## config.mk

```make
export PLATFORM = sky130hd
export DESIGN_NAME = cve2_obi_arbiter
export DESIGN_NICKNAME = d
export VERILOG_FILES = /design/src/rtl/cve2_obi_arbiter.sv
export SDC_FILE = /design/constraint.sdc
export NUM_CORES = 1
export LEC_CHECK = 0
export BUFFER_PORTS_ARGS = -buffer_cell sky130_fd_sc_hd__buf_2
export CORE_AREA = 2 2 110 112
export DETAILED_ROUTE_END_ITERATION = 6
export DIE_AREA = 0 0 112 114
export HOLD_SLACK_MARGIN = 0.06
export PLACE_DENSITY_LB_ADDON = 0.08
export SLEW_MARGIN = 30
export SYNTH_ARGS = -nofsm -noshare
export SYNTH_HDL_FRONTEND = slang
export SYNTH_SLANG_ARGS = --single-unit
export TNS_END_PERCENT = 100
```

## constraint.sdc

```tcl
create_clock -name clk_i -period 2.5 [get_ports clk_i]
set_clock_uncertainty 0.2 [all_clocks]
set_input_delay 0.25 -clock clk_i [delete_from_list [all_inputs] [get_ports clk_i]]
set_output_delay 0.25 -clock clk_i [all_outputs]
set_load 0.02 [all_outputs]
```

## src/rtl/cve2_obi_arbiter.sv

```systemverilog
// Two-master OBI arbiter: merges instruction fetch and load/store ports onto a
// single memory port. Round-robin on ties, selection locked while a request
// waits for grant, in-order responses routed back via a source-ID FIFO.
module cve2_obi_arbiter #(
    parameter int unsigned  MaxOutstanding = 2,
    localparam int unsigned CntW           = $clog2(MaxOutstanding + 1)
) (
    input  logic            clk_i,
    input  logic            rst_i,

    input  logic            instr_req_i,
    output logic            instr_gnt_o,
    output logic            instr_rvalid_o,
    input  logic [31:0]     instr_addr_i,
    output logic [31:0]     instr_rdata_o,
    output logic            instr_err_o,

    input  logic            data_req_i,
    output logic            data_gnt_o,
    output logic            data_rvalid_o,
    input  logic            data_we_i,
    input  logic [3:0]      data_be_i,
    input  logic [31:0]     data_addr_i,
    input  logic [31:0]     data_wdata_i,
    output logic [31:0]     data_rdata_o,
    output logic            data_err_o,

    output logic            mem_req_o,
    input  logic            mem_gnt_i,
    input  logic            mem_rvalid_i,
    output logic            mem_we_o,
    output logic [3:0]      mem_be_o,
    output logic [31:0]     mem_addr_o,
    output logic [31:0]     mem_wdata_o,
    input  logic [31:0]     mem_rdata_i,
    input  logic            mem_err_i,

    output logic [CntW-1:0] outstanding_o,
    output logic            protocol_err_o
);

    localparam int unsigned PtrW = (MaxOutstanding > 1) ? $clog2(MaxOutstanding) : 1;

    typedef enum logic {
        SEL_INSTR = 1'b0,
        SEL_DATA  = 1'b1
    } sel_e;

    sel_e            sel;
    sel_e            rr_last_q, rr_last_d;
    sel_e            lock_sel_q, lock_sel_d;
    sel_e            head;
    sel_e            fifo_q [MaxOutstanding];
    logic            lock_q, lock_d;
    logic            perr_q, perr_d;
    logic [CntW-1:0] count_q, count_d;
    logic [PtrW-1:0] wptr_q, wptr_d;
    logic [PtrW-1:0] rptr_q, rptr_d;
    logic            full, empty, push, pop;

    assign full  = (count_q == CntW'(MaxOutstanding));
    assign empty = (count_q == '0);
    assign head  = fifo_q[rptr_q];

    // Pick the port to present: locked port first, then sole requester, then round-robin.
    always_comb begin
        if (lock_q) begin
            sel = lock_sel_q;
        end else if (instr_req_i && !data_req_i) begin
            sel = SEL_INSTR;
        end else if (data_req_i && !instr_req_i) begin
            sel = SEL_DATA;
        end else begin
            sel = (rr_last_q == SEL_INSTR) ? SEL_DATA : SEL_INSTR;
        end
    end

    // Request side: no new request is issued while the response FIFO is full.
    assign mem_req_o   = (instr_req_i | data_req_i) & ~full;
    assign mem_we_o    = (sel == SEL_DATA) ? data_we_i    : 1'b0;
    assign mem_be_o    = (sel == SEL_DATA) ? data_be_i    : 4'hF;
    assign mem_addr_o  = (sel == SEL_DATA) ? data_addr_i  : instr_addr_i;
    assign mem_wdata_o = (sel == SEL_DATA) ? data_wdata_i : 32'h0;

    assign instr_gnt_o = mem_gnt_i & mem_req_o & (sel == SEL_INSTR);
    assign data_gnt_o  = mem_gnt_i & mem_req_o & (sel == SEL_DATA);

    // A response with nothing outstanding is not routed; it only flags an error.
    assign push = mem_req_o & mem_gnt_i;
    assign pop  = mem_rvalid_i & ~empty;

    assign instr_rvalid_o = pop & (head == SEL_INSTR);
    assign data_rvalid_o  = pop & (head == SEL_DATA);
    assign instr_err_o    = mem_err_i & instr_rvalid_o;
    assign data_err_o     = mem_err_i & data_rvalid_o;
    assign instr_rdata_o  = mem_rdata_i;
    assign data_rdata_o   = mem_rdata_i;

    assign outstanding_o  = count_q;
    assign protocol_err_o = perr_q;

    // Next-state for counter, pointers, lock, round-robin and sticky error.
    always_comb begin
        // NOTE: every signal gets a default first so no path leaves it unassigned (no latch).
        count_d    = count_q;
        wptr_d     = wptr_q;
        rptr_d     = rptr_q;
        lock_d     = mem_req_o & ~mem_gnt_i;
        lock_sel_d = lock_sel_q;
        rr_last_d  = rr_last_q;
        perr_d     = perr_q | (mem_rvalid_i & empty);

        if (lock_d) begin
            lock_sel_d = sel;
        end
        if (push) begin
            rr_last_d = sel;
            wptr_d    = (wptr_q == PtrW'(MaxOutstanding - 1)) ? '0 : wptr_q + PtrW'(1);
        end
        if (pop) begin
            rptr_d = (rptr_q == PtrW'(MaxOutstanding - 1)) ? '0 : rptr_q + PtrW'(1);
        end
        case ({push, pop})
            2'b10:   count_d = count_q + CntW'(1);
            2'b01:   count_d = count_q - CntW'(1);
            default: count_d = count_q;
        endcase
    end

    // Control state registers with synchronous reset.
    always_ff @(posedge clk_i) begin
        // NOTE: non-blocking assignments so every register samples pre-edge values.
        if (rst_i) begin
            count_q    <= '0;
            wptr_q     <= '0;
            rptr_q     <= '0;
            lock_q     <= 1'b0;
            lock_sel_q <= SEL_INSTR;
            rr_last_q  <= SEL_INSTR;
            perr_q     <= 1'b0;
        end else begin
            count_q    <= count_d;
            wptr_q     <= wptr_d;
            rptr_q     <= rptr_d;
            lock_q     <= lock_d;
            lock_sel_q <= lock_sel_d;
            rr_last_q  <= rr_last_d;
            perr_q     <= perr_d;
        end
    end

    // Source-ID storage, written at the tail on each accepted request.
    always_ff @(posedge clk_i) begin
        // NOTE: storage is not reset; entries are only read while the counter says they are valid.
        if (push) begin
            fifo_q[wptr_q] <= sel;
        end
    end

endmodule
```

; ---- After elaboration in Yosys (flattened, before gate mapping)
; Memories as Yosys holds them, arrays and structs flattened. A register that Yosys moved wholly into a read port is not among the register bits.
; Index checks and enable logic that the tools add are counted.
[totals]
reg_bits = 8
latchBits = 0
mem_bits_rw = 2
romBits = 0
input_bits = 140
output_inout_bits = 143
elab_cells = 54
memories = 1
[mem_list]
columns = memory, depth, word_bits, read_ports, rd_ports_with_merged_regs, wr, line_no
row1 = fifo_q, 2, 1, 1, 1, 1, 53  ; sel_e fifo_q [MaxOutstanding];
[op_classes]
n_addsub = 4
mul = 0
div = 0
order_cmp = 0
n_eq_ne = 3
shift = 0
muxes = 15
n_bitwise = 18
n_reduce_logical = 6
[ops]
columns = cell, count
row1 = $mux 32, 2
row2 = $and 1x1->1, 11
row3 = $mux 1, 11
row4 = $not 1->1, 5
row5 = $eq 2x2->1 const B, 2
row6 = $mux 4, 1
row7 = $pmux 2 s2, 1
row8 = $add 1x1->1 const B, 2
row9 = $add 2x1->2 const B, 1
row10 = $eq 2x1->1 const B, 1
row11 = $logic_and 1x1->1, 2
row12 = $logic_not 1->1, 2
row13 = $logic_not 2->1, 1
row14 = $or 1x1->1, 2
row15 = $reduce_bool 2->1, 1
row16 = $sub 2x1->2 const B, 1

; ---- Longest topological paths before layout
; Gate-level depths: netlist of the first run.
[logic_depth]
word_depth = 7
mapped_depth = 7
ltp_nobuf = 6

; ---- Worst setup path before layout of the first run
; OpenSTA, ideal clock, no wires.
[synth_path]
kind = reg2reg
from = reg count_q[0] (netlist: outstanding_o[0])
to = reg count_q[1] (netlist: outstanding_o[1])
setup_ps = 71
arrival_time_ps = 1869
t_required_ps = 2229
path_slack_ps = 361
path_stages_with_launch = 7
path_buffers = 1
synth_period_minus_slack_ps = 2139
cell_sequence = dfxtp_1 -> nor2b_1 -> or3_1 -> clkbuf_1 -> ha_1 -> or3_1 -> a21oi_1
[synth_between]
elab_chain_len = 6
elab_cells_between_ends = 13
classes_between = add/sub: 2 / eq/ne: 3 / mux: 1 / bitwise: 5 / reduce/logical: 2
[synth_lines]
columns = element, line_no
row1 = "start, declared", 56  ; logic [CntW-1:0] count_q, count_d;
row2 = "start signal, assigned", 142  ; count_q <= count_d;
row3 = $eq 2x2->1, 61  ; assign full = (count_q == CntW'(MaxOutstanding));
row4 = $not 1->1, 79  ; assign mem_req_o = (instr_req_i | data_req_i) & ~full;
row5 = $and 1x1->1, 79
row6 = $and 1x1->1, 89  ; assign push = mem_req_o & mem_gnt_i;
row7 = $eq 2x1->1 / $eq 2x2->1 (equally long branches), 123  ; case ({push, pop})
row8 = $pmux 2 s2 / $reduce_bool 2->1 (equally long branches), -
; Parallel ways exist; a longest one is shown, timed or not.
; A chain may end at the register's enable or synchronous reset.

; ---- Worst setup path after layout of the first run
[layout_path]
from = in mem_gnt_i
to = out instr_gnt_o
[layout_between]
elab_chain_len = 2
[layout_lines]
columns = element, line_no
row1 = "start, declared", 29  ; input logic mem_gnt_i,
row2 = $and 1x1->1 (2 in a row), 85  ; assign instr_gnt_o = mem_gnt_i & mem_req_o & (sel == SEL_INSTR);
row3 = "end, declared", 12  ; output logic instr_gnt_o,
; No other way between the ends.

==> summary.json, run 1 <==
{
  "final_layout": {
    "flow.area_growth_from_synthesis_pct": 42.3,
    "final_core_utilization_pct": 20.2,
    "n_fill_cell": 1321,
    "final_net_count": 463,
    "antennaDiodeCount": 0,
    "ratio_of_cells_with_drive_above_1_in_the_final_layout_pct": 71.0,
    "design_area_um2": 2370
  },
  "synthesis": {
    "netlist_instances": 200,
    "yosys_warnings": 0,
    "syn_nets": 341,
    "postSynthAreaPerCell_um2": 8.32,
    "syn_std_cell_area_um2": 1660,
    "yosys.cell_types.count": 30,
    "count_of_state_elements_after_synthesis": 11,
    "ys_seq_area_share_pct": 14.4
  },
  "setup_path": {
    "timing.critical_path.required_ns": 2.05,
    "critical_path.max_fanout": 5,
    "worst-setup-path-type": "in2out",
    "cp-start-kind": "input port",
    "arrival_ns": 1.87,
    "end_kind": "output pin"
  },
  "drt": {
    "drc": 0,
    "dr.first_iter.drc_count": 20,
    "ant_nets": 0,
    "wl_per_cell_um": 11.3,
    "route.final.wire_length_um": 5270,
    "routed_via_density": 3.61,
    "num_vias": 1689,
    "number_of_iterations_in_the_first_detailed_routing_pass": 4
  },
  "global_route": {
    "via_count_of_the_first_global_routing_pass": 1486,
    "pin_count_of_the_biggest_net_entering_global_routing": 41,
    "grt_remaining_overflow": 0,
    "grt_usage_pct": 6.94,
    "grt_pass1_wl_um": 7120,
    "number_of_antenna_violations_at_the_first_check_in_global_routing": 0
  },
  "clocking": {
    "post_cts_hold_buffer_count": 1,
    "clkTransAtPathRegs_ns": 0.04,
    "worst_skew_pair.late_latency_ns": 0.24,
    "clock_sinks": 11,
    "cts_root_buf": "sky130_fd_sc_hd__clkbuf_16",
    "tritoncts": "built",
    "cts-root-to-sink-buffers": 2,
    "number_of_buffers_added_by_the_clock_tree_synthesis_step": 3,
    "post-cts-setup-buffer-count": 0,
    "number_of_cells_upsized_or_downsized_after_cts": 0,
    "h-tree-depth": 1
  },
  "timing": {
    "min_period_over_period_pct": 92.8,
    "timing.final.crit_period_ns": 2.32,
    "setup_ws_ns": 0.181,
    "fmax_mhz": 431,
    "setup_viol": 0,
    "totalNegativeSetupSlack_ns": 0,
    "slew_violations": 0,
    "setup_repair_after_global_routing_missed_its_margin": "false",
    "slew-limit-headroom_pct": 67.0,
    "hold_violations": 0,
    "worst-slew-pin-transition_ns": 0.494
  },
  "job": {
    "cap_viol_max_count": 0
  },
  "die": {
    "die_y_um": 114,
    "number_of_standard_cell_rows_in_the_floorplan": 40,
    "die_area_um2": 12800,
    "core_region_area_um2": 11700,
    "initial_core_util_pct": 14.2,
    "die_w_um": 112,
    "design.portCount": 283
  },
  "power": {
    "p_per_area_nw_per_um2": 642,
    "irDropWorstVdd_v": 0.000207,
    "total_leakage_power_nw": 1.26,
    "power_consumption_mw": 1.52
  },
  "placed_design": {
    "gp_routability_congestion": 0.662,
    "port_buffers": 186,
    "dpl_ws_ns": 0.421,
    "postPlaceCellArea_um2": 2280,
    "estimated_wirelength_of_the_detail_placed_design_um": 4520
  },
  "min_path": {
    "holdCritPathClass": "in2reg"
  },
  "outcome": {
    "status": "finished clean"
  }
}
flip-flops by register name (all words and copies together), names as in the netlist, named ones only:
register and flops:
fifo_q 2, lock_q 1, lock_sel_q 1, outstanding_o 2, protocol_err_o 1, rptr_q 1, rr_last_q 1, wptr_q 1
critical path, stage by stage:
cell and delay [ns]:
sky130_fd_sc_hd__dlygate4sd3_1 0.53, sky130_fd_sc_hd__buf_2 0.15, sky130_fd_sc_hd__inv_1 0.06, sky130_fd_sc_hd__or3_1 0.40, sky130_fd_sc_hd__buf_4 0.17, sky130_fd_sc_hd__nor2_1 0.12
sky130_fd_sc_hd__buf_2 0.19
layout make-up:
| type | instances | area (µm²) | area share [%] |
|---|---|---|---|
| inverter | 3 | 11.3 | 0.475 |
| clock buffer | 4 | 78.8 | 3.33 |
| multi-input combinational | 113 | 878 | 37.1 |
| timing repair buffer | 190 | 976 | 41.2 |
| sequential | 11 | 240 | 10.1 |
| tap | 147 | 184 | 7.77 |
cell usage in the layout, fill, tap and decap left out, types with 2 or more instances in the layout:
cell                        netlist  routed
sky130_fd_sc_hd__nor3_1           2       2
sky130_fd_sc_hd__nor2_1          13      13
sky130_fd_sc_hd__nor2b_1          4       4
sky130_fd_sc_hd__or3_1            3       3
sky130_fd_sc_hd__nand2b_1         5       5
sky130_fd_sc_hd__a21oi_1          2       2
sky130_fd_sc_hd__xnor2_1          2       2
sky130_fd_sc_hd__and3_1           2       2
sky130_fd_sc_hd__edfxtp_1         2       2
sky130_fd_sc_hd__o311a_1          2       2
sky130_fd_sc_hd__clkbuf_16        0       3
sky130_fd_sc_hd__buf_4           67       2
sky130_fd_sc_hd__dfxtp_1          9       9
sky130_fd_sc_hd__inv_1            2       2
sky130_fd_sc_hd__mux2_2          32      32
sky130_fd_sc_hd__a31o_2           2       2
sky130_fd_sc_hd__and2_1          34      34
sky130_fd_sc_hd__buf_2            1     186
layer usage:
layer	vias to the layer above	global-route usage [%]	wire (µm)	part of all wire, %
li1	832	-	-	-
met5	-	0	0	0
met3	25	2.07	635	12
met1	701	7.54	1940	37
met2	131	12.2	2530	48
met4	0	3.82	166	3.2
power breakdown:
part | switching (mW) | internal, mW
clock network | 0.0809 | 0.214
logic | 0.549 | 0.420
registers | 0.0290 | 0.229
stage by stage:
step | cells | hold WS (ns)
6_report | 468 | 0.0648
3_5_place_dp | 463 | 0.264
4_1_cts | 468 | 0.0705
5_1_grt | 468 | 0.0960
3_3_place_gp | 463 | 0.253
2_1_floorplan | 200 | 0.129
cells in the mapped netlist:
cell type	instances	share of area (%)
sky130_fd_sc_hd__buf_4	67	30
sky130_fd_sc_hd__and2_1	34	13
sky130_fd_sc_hd__mux2_2	32	22
sky130_fd_sc_hd__nor2_1	13	2.9
sky130_fd_sc_hd__dfxtp_1	9	11
sky130_fd_sc_hd__nand2b_1	5	1.9
sky130_fd_sc_hd__clkbuf_1	4	0.90
sky130_fd_sc_hd__nor2b_1	4	1.5
sky130_fd_sc_hd__or3_1	3	1.1
sky130_fd_sc_hd__a21oi_1	2	0.60
sky130_fd_sc_hd__a31o_2	2	1.1
sky130_fd_sc_hd__and3_1	2	0.75
sky130_fd_sc_hd__edfxtp_1	2	3.6
sky130_fd_sc_hd__inv_1	2	0.45
sky130_fd_sc_hd__nor3_1	2	0.60
sky130_fd_sc_hd__o311a_1	2	1.2
sky130_fd_sc_hd__xnor2_1	2	1.1
sky130_fd_sc_hd__a21boi_1	1	0.45
sky130_fd_sc_hd__buf_2	1	0.30
sky130_fd_sc_hd__buf_6	1	0.68
sky130_fd_sc_hd__ha_1	1	0.75
sky130_fd_sc_hd__inv_2	1	0.23
sky130_fd_sc_hd__mux2_1	1	0.68
sky130_fd_sc_hd__mux2i_1	1	0.60
sky130_fd_sc_hd__nand2_1	1	0.23
sky130_fd_sc_hd__nor4_1	1	0.38
sky130_fd_sc_hd__o21a_1	1	0.45
sky130_fd_sc_hd__o21ai_0	1	0.30
sky130_fd_sc_hd__o31ai_4	1	1.3
sky130_fd_sc_hd__xor2_1	1	0.53
worst paths after layout:
check	startpoint	endpoint	slack [ns]	cells after the start
worst max register to register	outstanding_o[1]	outstanding_o[1]	0.53	5
worst max-delay path	mem_gnt_i	instr_gnt_o	0.18	7
worst min-delay path	mem_rvalid_i	protocol_err_o	0.06	3
worst min register to register	protocol_err_o	protocol_err_o	0.26	2
logic make-up (layout without fill, tap and decap cells):
kind of cell / Yosys count / in the layout / synth area share [%]
xor gates and xnor gates: 3 / 3 / 1.58
and+or+nand+nor: 65 / 65 / 22.2
DFF: 11 / 11 / 14.4
adders and majority gates: 1 / 1 / 0.752
AOI/OAI and AO/OA: 10 / 10 / 5.34
muxes: 34 / 34 / 22.9
buffers and inverters: 76 / 197 / 32.8
No activity file was read; power rests on OpenSTA's default activity.
==> run 2, diff against run 1 <==
--- a/config.mk
+++ b/config.mk
@@ -11,6 +11,7 @@
 export DIE_AREA = 0 0 112 114
 export HOLD_SLACK_MARGIN = 0.06
 export PLACE_DENSITY_LB_ADDON = 0.08
+export REMOVE_ABC_BUFFERS = 1
 export SLEW_MARGIN = 30
 export SYNTH_ARGS = -nofsm -noshare
 export SYNTH_HDL_FRONTEND = slang
==> run 2 against run 1 <==
Net effect:
- total power grew 2.4%
- combinational power up 4%
- sequential power barely moved
- flip-flop and latch count unchanged
- register-to-register slack barely moved
- critical endpoint is now data_gnt_o
- first-iteration DRC count grew to 3.0 times the previous value
- worst hold slack better by 0.061 ns
==> summary.json, run 2 (synthesis results as in run 1) <==
{
  "drt": {
    "drc": 0,
    "routed_via_density": 4.01,
    "dr.first_iter.drc_count": 59,
    "route.final.wire_length_um": 9740,
    "number_of_iterations_in_the_first_detailed_routing_pass": 4,
    "wl_per_cell_um": 20.7,
    "num_vias": 1891,
    "ant_nets": 0
  },
  "global_route": {
    "met3_usage_grt_pct": 13.5,
    "number_of_antenna_violations_at_the_first_check_in_global_routing": 3,
    "pin_count_of_the_biggest_net_entering_global_routing": 41,
    "met2_usage_pct": 15.4,
    "most_used_routing_layer_in_global_routing": "met1",
    "groute.layer.met1.usage_pct": 19.3,
    "grt_pass1_wl_um": 13400,
    "grt_usage_pct": 14.3,
    "grt_remaining_overflow": 0,
    "via_count_of_the_first_global_routing_pass": 1934
  },
  "placed_design": {
    "gp_routability_congestion": 0.773,
    "dp.cells": 463,
    "postPlaceCellArea_um2": 2280,
    "estimated_wirelength_of_the_detail_placed_design_um": 8690,
    "port_buffers": 186
  },
  "min_path": {
    "timing.hold.worst.start": "rst_i",
    "whs_path_depth": 2,
    "holdCritPathClass": "in2reg",
    "capture_endpoint_of_the_worst_hold_path": "protocol_err_o"
  },
  "timing": {
    "fmax_mhz": 429,
    "timing.final.crit_period_ns": 2.33,
    "slew_violations": 0,
    "setup_viol": 0,
    "setup_repair_after_global_routing_missed_its_margin": "false",
    "min_period_over_period_pct": 93.2,
    "hold_violations": 0,
    "slew-limit-headroom_pct": 68.9,
    "worst-slew-pin-transition_ns": 0.467
  },
  "power": {
    "irDropWorstVdd_v": 0.000280,
    "power_consumption_mw": 1.56,
    "p_per_area_nw_per_um2": 654,
    "total_leakage_power_nw": 1.27
  },
  "setup_path": {
    "path_common_cell": "sky130_fd_sc_hd__buf_2",
    "cp-start-kind": "input port",
    "critical_path.max_fanout": 5,
    "list_of_cells_traversed_by_the_critical_path": "dlygate4sd3_1 -> buf_2 -> inv_1 -> or3_1 -> buf_4 -> nor2_1 -> buf_2",
    "critical_path.reg2reg.startpoint": "outstanding_o[1]",
    "worst-setup-path-type": "in2out",
    "timing.critical_path.required_ns": 2.05,
    "r2r-end": "outstanding_o[1]",
    "end_kind": "output pin",
    "arrival_ns": 1.88,
    "r2r_cells": 5,
    "slack_of_the_worst_reg_to_reg_path_ns": 0.53,
    "slowest_delay_ns": 0.54,
    "critPathSlowestCell": "sky130_fd_sc_hd__dlygate4sd3_1"
  },
  "clocking": {
    "number_of_buffers_added_by_the_clock_tree_synthesis_step": 3,
    "h-tree-depth": 1,
    "clock_sinks": 11,
    "cts-root-to-sink-buffers": 2,
    "worst_skew_pair.late_latency_ns": 0.24,
    "post-cts-setup-buffer-count": 0,
    "clkTransAtPathRegs_ns": 0.04,
    "tritoncts": "built",
    "number_of_cells_upsized_or_downsized_after_cts": 0,
    "post_cts_hold_buffer_count": 2,
    "cts_root_buf": "sky130_fd_sc_hd__clkbuf_16"
  },
  "die": {
    "core_region_area_um2": 11700,
    "die_area_um2": 12800,
    "initial_core_util_pct": 14.2,
    "die_y_um": 114,
    "die_w_um": 112,
    "design.portCount": 283,
    "number_of_standard_cell_rows_in_the_floorplan": 40
  },
  "final_layout": {
    "most-common-layout-cells": "186 x sky130_fd_sc_hd__buf_2, 34 x sky130_fd_sc_hd__and2_1, 32 x sky130_fd_sc_hd__mux2_2, 13 x sky130_fd_sc_hd__nor2_1, 9 x sky130_fd_sc_hd__dfxtp_1",
    "ratio_of_cells_with_drive_above_1_in_the_final_layout_pct": 70.8,
    "fin_cells": 471,
    "layout.cells.most_common": "sky130_fd_sc_hd__buf_2",
    "design_area_um2": 2380,
    "flow.area_growth_from_synthesis_pct": 43.2,
    "final_net_count": 464
  },
  "outcome": {
    "status": "finished clean"
  },
  "job": {
    "cap_viol_max_count": 0
  }
}
-- run 2: cell count changes in the layout (fill, tap and decap cells not counted), sizes merged --
cell / previous run / this run
diode: 0 / 2
dlygate4sd3: 1 / 2
-- run 2: metrics by stage --
step / util, % / TNS [ns] / worst slack (ns) / hold WS, ns
2_1_floorplan: - / -2.63 / -0.127 / 0.119
3_3_place_gp: 19.5 / 0 / 0.349 / 0.267
3_5_place_dp: 19.5 / 0 / 0.360 / 0.265
4_1_cts: 20.3 / 0 / 0.140 / 0.132
5_1_grt: 20.3 / 0 / 0.0732 / 0.141
6_report: 20.4 / 0 / 0.169 / 0.126
-- run 2: power breakdown --
part	internal [mW]	switching, mW	total (mW)
clock	0.214	0.0788	0.293
combinational	0.422	0.587	1.01
sequential	0.229	0.0284	0.257
total	0.865	0.694	1.56
-- run 2: layout make-up --
cell class | instances | area, µm²
antenna | 2 | 5.00
inverter | 3 | 11.3
fill | 1367 | 9330
sequential | 11 | 240
multi-input combinational | 113 | 878
timing repair buffer | 191 | 986
tap | 147 | 184
clock buffer | 4 | 78.8
-- run 2: critical path: cells and delay by family --
kind,cells,cell delay [ns]
buffers and inverters,5,1.12
and+or+nand+nor,2,0.49
-- run 2: worst max path at each step --
stage               start             to  depth (start not counted)
2_1_floorplan   rr_last_q    instr_gnt_o                          4
3_3_place_gp   data_req_i  mem_addr_o[1]                          6
3_5_place_dp   data_req_i  mem_addr_o[1]                          6
4_1_cts         rr_last_q  mem_addr_o[1]                          5
5_1_grt         mem_gnt_i    instr_gnt_o                          7
6_report        mem_gnt_i     data_gnt_o                          7
-- run 2: routing by layer --
layer	part of all wire (%)	wire length [µm]
met3	22	2190
met5	1.2	121
met1	45	4400
met4	0.38	37
met2	31	3000
==> run 3, diff against run 2 <==
==> constraint.sdc (replaced) <==
create_clock -name clk_i -period 2.5 [get_ports clk_i]
set_clock_uncertainty 0.2 [all_clocks]
set_input_delay 0.25 -clock clk_i [delete_from_list [all_inputs] [get_ports clk_i]]
set_output_delay 0.25 -clock clk_i [all_outputs]
set_load 0.1 [all_outputs]
==> run 3 against run 2 <==
Net effect:
- die area unchanged
- global-route usage about the same
- sequential share of layout area decreased by 2.3 points
- final cell count decreased by 0.42%
- worst setup slack got worse by 0.041 ns
- total power increased by 100%
- register-to-register slack got worse by 0.13 ns
- count of clock-buffer cells in the layout unchanged
- flip-flop and latch count unchanged
- highest routed layer unchanged
==> summary.json, run 3 (synthesis results as in run 1) <==
{
  "placed_design": {
    "gp_routability_congestion": 0.739,
    "estimated_wirelength_of_the_detail_placed_design_um": 8790,
    "dp.cells": 463,
    "port_buffers": 186
  },
  "die": {
    "number_of_standard_cell_rows_in_the_floorplan": 40,
    "design.portCount": 283,
    "die_area_um2": 12800,
    "die_y_um": 114,
    "die_w_um": 112,
    "initial_core_util_pct": 14.2,
    "core_region_area_um2": 11700
  },
  "global_route": {
    "grt_usage_pct": 14.3,
    "grt_remaining_overflow": 0,
    "via_count_of_the_first_global_routing_pass": 1930,
    "grt_pass1_wl_um": 13300,
    "pin_count_of_the_biggest_net_entering_global_routing": 33,
    "number_of_antenna_violations_at_the_first_check_in_global_routing": 2
  },
  "setup_path": {
    "worst-setup-path-type": "reg2out",
    "worstSetupEndpoint": "mem_addr_o[6]",
    "timing.critical_path.required_ns": 2.05,
    "critical_path.reg2reg.startpoint": "outstanding_o[1]",
    "critical_path.max_fanout": 32,
    "end_kind": "output pin",
    "cp-start-kind": "register",
    "slack_of_the_worst_reg_to_reg_path_ns": 0.40,
    "worstSetupStartpoint": "rr_last_q",
    "r2r_cells": 5,
    "arrival_ns": 1.92,
    "r2r-end": "outstanding_o[1]"
  },
  "final_layout": {
    "flow.area_growth_from_synthesis_pct": 84.4,
    "most-common-layout-cells": "139 x sky130_fd_sc_hd__buf_2, 48 x sky130_fd_sc_hd__buf_12, 34 x sky130_fd_sc_hd__and2_1, 32 x sky130_fd_sc_hd__mux2_2, 13 x sky130_fd_sc_hd__nor2_1",
    "ratio_of_cells_with_drive_above_1_in_the_final_layout_pct": 71.3,
    "fin_cells": 469,
    "layout.cells.most_common": "sky130_fd_sc_hd__buf_2",
    "final_net_count": 462,
    "final_core_utilization_pct": 26.2
  },
  "clocking": {
    "number_of_buffers_added_by_the_clock_tree_synthesis_step": 3,
    "h-tree-depth": 1,
    "cts-root-to-sink-buffers": 2,
    "cts_root_buf": "sky130_fd_sc_hd__clkbuf_16",
    "clkTransAtPathRegs_ns": 0.04,
    "tritoncts": "built",
    "worst_skew_pair.late_latency_ns": 0.23,
    "clock_sinks": 11
  },
  "timing": {
    "timing.final.crit_period_ns": 2.37,
    "setup_repair_after_global_routing_missed_its_margin": "false",
    "setup_viol": 0,
    "slew-limit-headroom_pct": 66.3,
    "slew_violations": 0,
    "worst-slew-pin-transition_ns": 0.509,
    "totalNegativeSetupSlack_ns": 0,
    "min_period_over_period_pct": 94.9,
    "fmax_mhz": 422,
    "hold_violations": 0
  },
  "power": {
    "total_leakage_power_nw": 1.48,
    "power_consumption_mw": 3.17,
    "p_per_area_nw_per_um2": 1030,
    "irDropWorstVdd_v": 0.000662
  },
  "drt": {
    "route.final.wire_length_um": 9700,
    "ant_nets": 0,
    "routed_via_density": 4.00,
    "routed.top_layer": "met5",
    "routed-wl-met2_um": 3060,
    "num_vias": 1878,
    "drt-met1-wl_um": 4290,
    "drc": 0,
    "dr.first_iter.drc_count": 106,
    "number_of_iterations_in_the_first_detailed_routing_pass": 6,
    "detailroute.wirelength.met3_um": 2230,
    "wl_per_cell_um": 20.7
  },
  "outcome": {
    "status": "finished clean"
  },
  "job": {
    "cap_viol_max_count": 0
  },
  "min_path": {
    "holdCritPathClass": "in2reg"
  }
}
run 3: cell types whose count changed in the layout (fill, tap and decap cells not counted), sizes merged:
| cell | change |
|---|---|
| buf | -1 |
| clkbuf | +1 |
| dlygate4sd3 | -2 |
run 3: cell type report:
class / count / area [µm²]
Sequential cell: 11 / 240
Clock buffer: 4 / 78.8
Multi-Input combinational cell: 113 / 878
Inverter: 3 / 11.3
Tap cell: 147 / 184
Fill cell: 1288 / 8640
Antenna cell: 2 / 5.00
Timing Repair Buffer: 189 / 1670
run 3: through the flow:
stage               hold WS [ns]  cell area (µm²)  setup slack [ns]
floorplan                  0.119             1130             -1.10
finish                    0.0662             3070             0.128
CTS                       0.0650             3060            0.0460
global route              0.0815             3070           0.00396
detailed placement         0.270             2980             0.257
global placement           0.244             2980             0.273
run 3: repair_timing:
item                                    in CTS  in global routing
gates resized for setup                      0                  1
setup buffers                                0                  0
endpoints found under the setup margin       0                 23
hold buffers                                 0                  0
run 3: worst min-delay path by stage:
stage | start | endpoint | cells past startpoint
floorplan | rst_i | outstanding_o[1] | 1
global placement | protocol_err_o | protocol_err_o | 2
detailed placement | protocol_err_o | protocol_err_o | 2
CTS | mem_gnt_i | lock_q | 2
global route | mem_rvalid_i | protocol_err_o | 3
finish | mem_rvalid_i | protocol_err_o | 3
run 3: worst max-delay path, cell delays in order (launching register included):
cell	delay [ns]
sky130_fd_sc_hd__dfxtp_1	0.35
sky130_fd_sc_hd__nor2_1	0.09
sky130_fd_sc_hd__o31ai_4	0.32
sky130_fd_sc_hd__buf_12	0.24
sky130_fd_sc_hd__mux2_2	0.37
sky130_fd_sc_hd__clkbuf_4	0.28
run 3: metal layers:
layer / up-vias / track usage [%]
li1: 832 / -
met1: 799 / 19.0
met2: 241 / 15.6
met3: 4 / 13.8
met4: 2 / 1.71
met5: - / 7.45
run 3: report_power, final:
group	total (mW)	leakage (nW)	switching, mW	internal [mW]
clock network	0.289	0.0382	0.0753	0.214
registers	0.257	0.0924	0.0282	0.229
logic	2.62	1.35	1.88	0.749
